$ cat config.mk
export PLATFORM = sky130hd
export DESIGN_NAME = max_q_argmax_seq
export DESIGN_NICKNAME = d
export VERILOG_FILES = /design/src/rtl/max_q_pkg.sv /design/src/rtl/max_q_cmp.sv /design/src/rtl/max_q_argmax_seq.sv
export SDC_FILE = /design/constraint.sdc
export NUM_CORES = 1
export LEC_CHECK = 0
export ABC_AREA = 1
export BUFFER_PORTS_ARGS = -buffer_cell sky130_fd_sc_hd__clkbuf_2
export CAP_MARGIN = 40
export CORE_MARGIN = 5
export CORE_UTILIZATION = 35
export CTS_CLUSTER_SIZE = 16
export DETAILED_ROUTE_END_ITERATION = 10
export GPL_ROUTABILITY_DRIVEN = 0
export SETUP_SLACK_MARGIN = 0.05
export SYNTH_ARGS = -nofsm -noshare
export SYNTH_HDL_FRONTEND = slang
export SYNTH_SLANG_ARGS = --single-unit
$ cat constraint.sdc
create_clock -name clk -period 5.1 [get_ports clk]
set_input_delay 1.02 -clock clk [delete_from_list [all_inputs] [get_ports clk]]
set_output_delay 1.02 -clock clk [all_outputs]
set_load 0.02 [all_outputs]
$ cat src/rtl/max_q_pkg.sv
// Shared types and default sizing for the Q-value argmax/argmin search block.
package max_q_pkg;

   typedef enum logic [1:0] {
      IDLE = 2'd0,
      SCAN = 2'd1,
      DONE = 2'd2
   } state_t;

   localparam int Q_WIDTH = 18;
   localparam int N_CELLS = 9;

endpackage

$ cat src/rtl/max_q_cmp.sv
// Update decision for the running best: take the incoming legal sample when nothing
// is held yet, or when it strictly beats the held value in the selected direction.
module max_q_cmp #(
   parameter int WIDTH = 18
) (
   input  logic                    have_best,
   input  logic                    legal,
   input  logic                    mode_min,
   input  logic signed [WIDTH-1:0] a,
   input  logic signed [WIDTH-1:0] b,
   output logic                    take
);

   logic better;

   // Strict comparison so equal values keep the earlier (lower) index.
   always_comb begin
      better = mode_min ? (a < b) : (a > b);
      take   = legal && (!have_best || better);
   end

endmodule

$ cat src/rtl/max_q_argmax_seq.sv
// Sequential max/min search over N_ACTIONS streamed Q-values, skipping illegal actions,
// returning the selected value and its arrival index through a valid/ready result port.
module max_q_argmax_seq
   import max_q_pkg::*;
#(
   parameter  int WIDTH     = Q_WIDTH,
   parameter  int N_ACTIONS = N_CELLS,
   localparam int IDX_W     = $clog2(N_ACTIONS)
) (
   input  logic             clk,
   input  logic             rst,
   input  logic             start,
   input  logic             mode_min,
   input  logic             in_valid,
   output logic             in_ready,
   input  logic [WIDTH-1:0] in_q,
   input  logic             in_legal,
   output logic             out_valid,
   input  logic             out_ready,
   output logic [WIDTH-1:0] out_q,
   output logic [IDX_W-1:0] out_idx,
   output logic             out_none,
   output logic             busy
);

   localparam logic [IDX_W-1:0] LAST_IDX = IDX_W'(N_ACTIONS - 1);

   state_t           state_q, state_d;
   logic [IDX_W-1:0] cnt_q, cnt_d;
   logic [WIDTH-1:0] best_q, best_d;
   logic [IDX_W-1:0] best_idx_q, best_idx_d;
   logic             have_best_q, have_best_d;
   logic             mode_q, mode_d;
   logic             take;
   logic             accept;

   max_q_cmp #(
      .WIDTH (WIDTH)
   ) u_cmp (
      .have_best (have_best_q),
      .legal     (in_legal),
      .mode_min  (mode_q),
      .a         ($signed(in_q)),
      .b         ($signed(best_q)),
      .take      (take)
   );

   assign accept = (state_q == SCAN) && in_valid;

   always_comb begin
      state_d     = state_q;
      cnt_d       = cnt_q;
      best_d      = best_q;
      best_idx_d  = best_idx_q;
      have_best_d = have_best_q;
      mode_d      = mode_q;
      case (state_q)
         IDLE: begin
            if (start) begin
               state_d     = SCAN;
               mode_d      = mode_min;
               cnt_d       = '0;
               best_d      = '0;
               best_idx_d  = '0;
               have_best_d = 1'b0;
            end
         end
         SCAN: begin
            if (accept) begin
               cnt_d = cnt_q + 1'b1;
               if (take) begin
                  best_d      = in_q;
                  best_idx_d  = cnt_q;
                  have_best_d = 1'b1;
               end
               if (cnt_q == LAST_IDX) begin
                  state_d = DONE;
               end
            end
         end
         DONE: begin
            if (out_ready) begin
               state_d = IDLE;
            end
         end
         default: state_d = IDLE;
      endcase
   end

   always_ff @(posedge clk or posedge rst) begin
      if (rst) begin
         state_q     <= IDLE;
         cnt_q       <= '0;
         best_q      <= '0;
         best_idx_q  <= '0;
         have_best_q <= 1'b0;
         mode_q      <= 1'b0;
      end else begin
         state_q     <= state_d;
         cnt_q       <= cnt_d;
         best_q      <= best_d;
         best_idx_q  <= best_idx_d;
         have_best_q <= have_best_d;
         mode_q      <= mode_d;
      end
   end

   // Result fields are gated by DONE so they read zero whenever out_valid is low.
   always_comb begin
      in_ready  = (state_q == SCAN);
      busy      = (state_q != IDLE);
      out_valid = (state_q == DONE);
      out_none  = out_valid && !have_best_q;
      out_q     = (out_valid && have_best_q) ? best_q : '0;
      out_idx   = (out_valid && have_best_q) ? best_idx_q : '0;
   end

endmodule
==> flow_metrics.env <==
export IMPL_run_status="finished, final reports clean"
export IMPL_peakVddDrop_uv=284
export IMPL_r2r_slack_ns=2.70
export IMPL_critPathSlowestCell="nand2_1"
export IMPL_htreeDepth=2
export IMPL_cpMostUsedCell="nand2_1"
export IMPL_cap_violations=0
export IMPL_avgViaCountPerCell=4.89
export IMPL_cpLargestDelayFamily="simple AND/OR/NAND/NOR gates"
export IMPL_fin_crit_ns=2.94
export IMPL_fin_util=0.425
export IMPL_antennaDiodeCount=0
export IMPL_cts_root_buffer="clkbuf_8"
export IMPL_syn_inst=276
export IMPL_cts_buffers_inserted=5
export IMPL_grt_most_used_layer="met2"
export IMPL_start_util=0.353
export IMPL_crit_buf_inv=3
export IMPL_crit_path_max_fanout=22
export IMPL_drtIter0Drc=63
export IMPL_clock_fmax_mhz=340
export IMPL_post_cts_buffers=0
export IMPL_rsz0062_at_grt="no"
export IMPL_relSlewSlack=0.456
export IMPL_avgSynthCellArea_um2=7.45
export IMPL_drtPass1Iterations=4
export IMPL_grtUsageMet1=0.191
export IMPL_p_leak_nw=1.36
export IMPL_cts_tree="built"
export IMPL_die_h_um=86.6
export IMPL_nets=369
export IMPL_num_vias=1955
export IMPL_die_area_um2=7510
export IMPL_grt_usage=0.148
export IMPL_antenna_found_initial=0
export IMPL_yosys_warnings=0
export IMPL_hold_viol=0
export IMPL_ys_seq_elements=30
export IMPL_cts_hold_buf=0
export IMPL_wl_per_cell_um=13.1
export IMPL_crit_chain="inv_2 -> nand2_1 -> inv_1 -> nand2_1 -> nor2_1 -> clkbuf_2"
export IMPL_maxSlewViolCount=0
export IMPL_hold_ws_ns=0.498
export IMPL_grt_max_degree=31
export IMPL_cts_sinks=30
export IMPL_max_stage_delay_ns=0.47
export IMPL_final_layout_size_suffix_gt1_frac=0.225
export IMPL_min_period_over_period=0.577
export IMPL_grt_pass1_wl_mm=8.78
export IMPL_coreArea_um2=5820
export IMPL_start_kind="flop"
export IMPL_finalClockSkew_ns=0.00258
export IMPL_design_area_um2=2470
export IMPL_setup_tns_ns=0
export IMPL_yosysSeqAreaShare=0.365
export IMPL_end_kind="output pin"
export IMPL_io_pins=51
export IMPL_numPortBuffers=50
export IMPL_cp_data_required_time_ns=4.08
export IMPL_path_clk_slew_ns=0.06
export IMPL_grt_use_met3=0.0247
export IMPL_worstSetupPathType="flop to output pin"
export IMPL_grtUsageMet2=0.243
export IMPL_syn_to_final_growth_pct=20.3
export IMPL_route_detailed_drc=0
export IMPL_dp_hpwl_mm=3.83
export IMPL_finalPower_w=0.00122
export IMPL_grt_pass1_vias=1856
export IMPL_setup_viol=0
export IMPL_fp_dieW_um=86.6
export IMPL_ctsResizeCount=0
export IMPL_insertion_delay_ns=0.28
export IMPL_placementRows=28
export IMPL_hold_path_class="flop to flop"
export IMPL_power_density_nw_per_um2=494
export IMPL_syn_area_um2=2060
export IMPL_routed_wl_mm=5.24
export IMPL_synth_nets=321
export IMPL_cts_max_path_buffers=2
export IMPL_grt_ovfl_total=0
export IMPL_synth_distinct_cells=24
export IMPL_worst_pin_slew_ns=0.814
export IMPL_nFillCells=632
export IMPL_placed_area_um2=2360
export IMPL_ant_nets=0
export IMPL_critPathArrivalTime_ns=1.92
-- cell families after synthesis --
kind of cell,count (synthesis),synth area share
adders and majority gates,20,0.122
AOI/OAI and AO/OA,17,0.0457
DFF,30,0.365
and+or+nand+nor,152,0.352
buffers and inverters,57,0.115
-- power breakdown --
| group | switching, W | leakage (nW) | internal [W] |
|---|---|---|---|
| sequential | 0.0000697 | 0.401 | 0.000337 |
| combinational | 0.000392 | 0.898 | 0.000198 |
| clock | 0.0000889 | 0.0575 | 0.000136 |
| total | 0.000550 | 1.36 | 0.000672 |
-- worst paths after layout --
kind / endpoint / startpoint / cells after the start
max in group asynchronous: best_q[8]$_DFFE_PP0P_ / rst / 3
min in group asynchronous: best_q[6]$_DFFE_PP0P_ / rst / 3
hold / removal: best_q[4]$_DFFE_PP0P_ / best_q[4]$_DFFE_PP0P_ / 2
hold reg to reg: best_q[4]$_DFFE_PP0P_ / best_q[4]$_DFFE_PP0P_ / 2
setup / recovery: out_idx[3] / state_q[0]$_DFFE_PP0P_ / 6
setup reg to reg: best_q[6]$_DFFE_PP0P_ / best_q[17]$_DFFE_PP0P_ / 14
-- registers in the layout, indices dropped and copies added (netlist names) --
register and flops:
cnt_q 4, have_best_q 1, best_q 18, state_q 2, mode_q 1, best_idx_q 4
-- tightest hold or removal path, stage by stage (launching register included) --
cell and delay, ns:
dfrtp_1 0.34, nand3_1 0.07, nand2_1 0.05
-- area by class of cell --
type	instances	area, µm²	area share
Timing Repair Buffer	53	280	0.113
Inverter	45	169	0.0683
Multi-Input combinational cell	189	1070	0.432
Sequential cell	30	751	0.304
Clock buffer	8	110	0.0445
Tap cell	75	93.8	0.0380
-- cell usage in the layout, fill, tap and decap left out, drive strengths merged --
| cell | instances |
|---|---|
| a31oi | 1 |
| nor3 | 2 |
| o21ai | 4 |
| clkbuf | 58 |
| dfrtp | 30 |
| o21bai | 1 |
| nand3 | 29 |
| a21o | 1 |
| a21oi | 8 |
| and3 | 1 |
| o22ai | 2 |
| nand2 | 62 |
| buf | 3 |
| nor2 | 34 |
| inv | 45 |
| nand4 | 24 |
| ha | 20 |
-- stage by stage --
stage	worst slack [ns]	instances
floorplan	2.54	276
global placement	2.02	391
CTS	2.12	400
global route	1.94	400
detailed placement	1.96	392
finish	2.16	400
-- synth_stat cells --
cell | n | area [µm²]
a21o_1 | 1 | 7.51
a21oi_1 | 8 | 40.0
a31oi_1 | 1 | 6.26
and3_1 | 1 | 6.26
buf_2 | 6 | 30.0
buf_6 | 2 | 22.5
clkbuf_1 | 4 | 15.0
dfrtp_1 | 30 | 751
ha_1 | 20 | 250
inv_1 | 43 | 161
inv_2 | 2 | 7.51
nand2_1 | 61 | 229
nand2_4 | 1 | 11.3
nand3_1 | 25 | 125
nand3_2 | 3 | 30.0
nand3_4 | 1 | 17.5
nand4_1 | 24 | 150
nor2_1 | 29 | 109
nor2_2 | 4 | 25.0
nor2_4 | 1 | 11.3
nor3_1 | 2 | 10.0
o21ai_0 | 4 | 20.0
o21bai_1 | 1 | 7.51
o22ai_1 | 2 | 12.5
-- metal layers --
layer / part of all wire / wire length [µm] / vias to the layer above
li1: - / - / 987
met3: 0.051 / 266 / 6
met1: 0.46 / 2410 / 917
met5: 0 / 0 / -
met2: 0.47 / 2470 / 45
met4: 0.017 / 89 / 0
(Power assumes the default switching activity.)
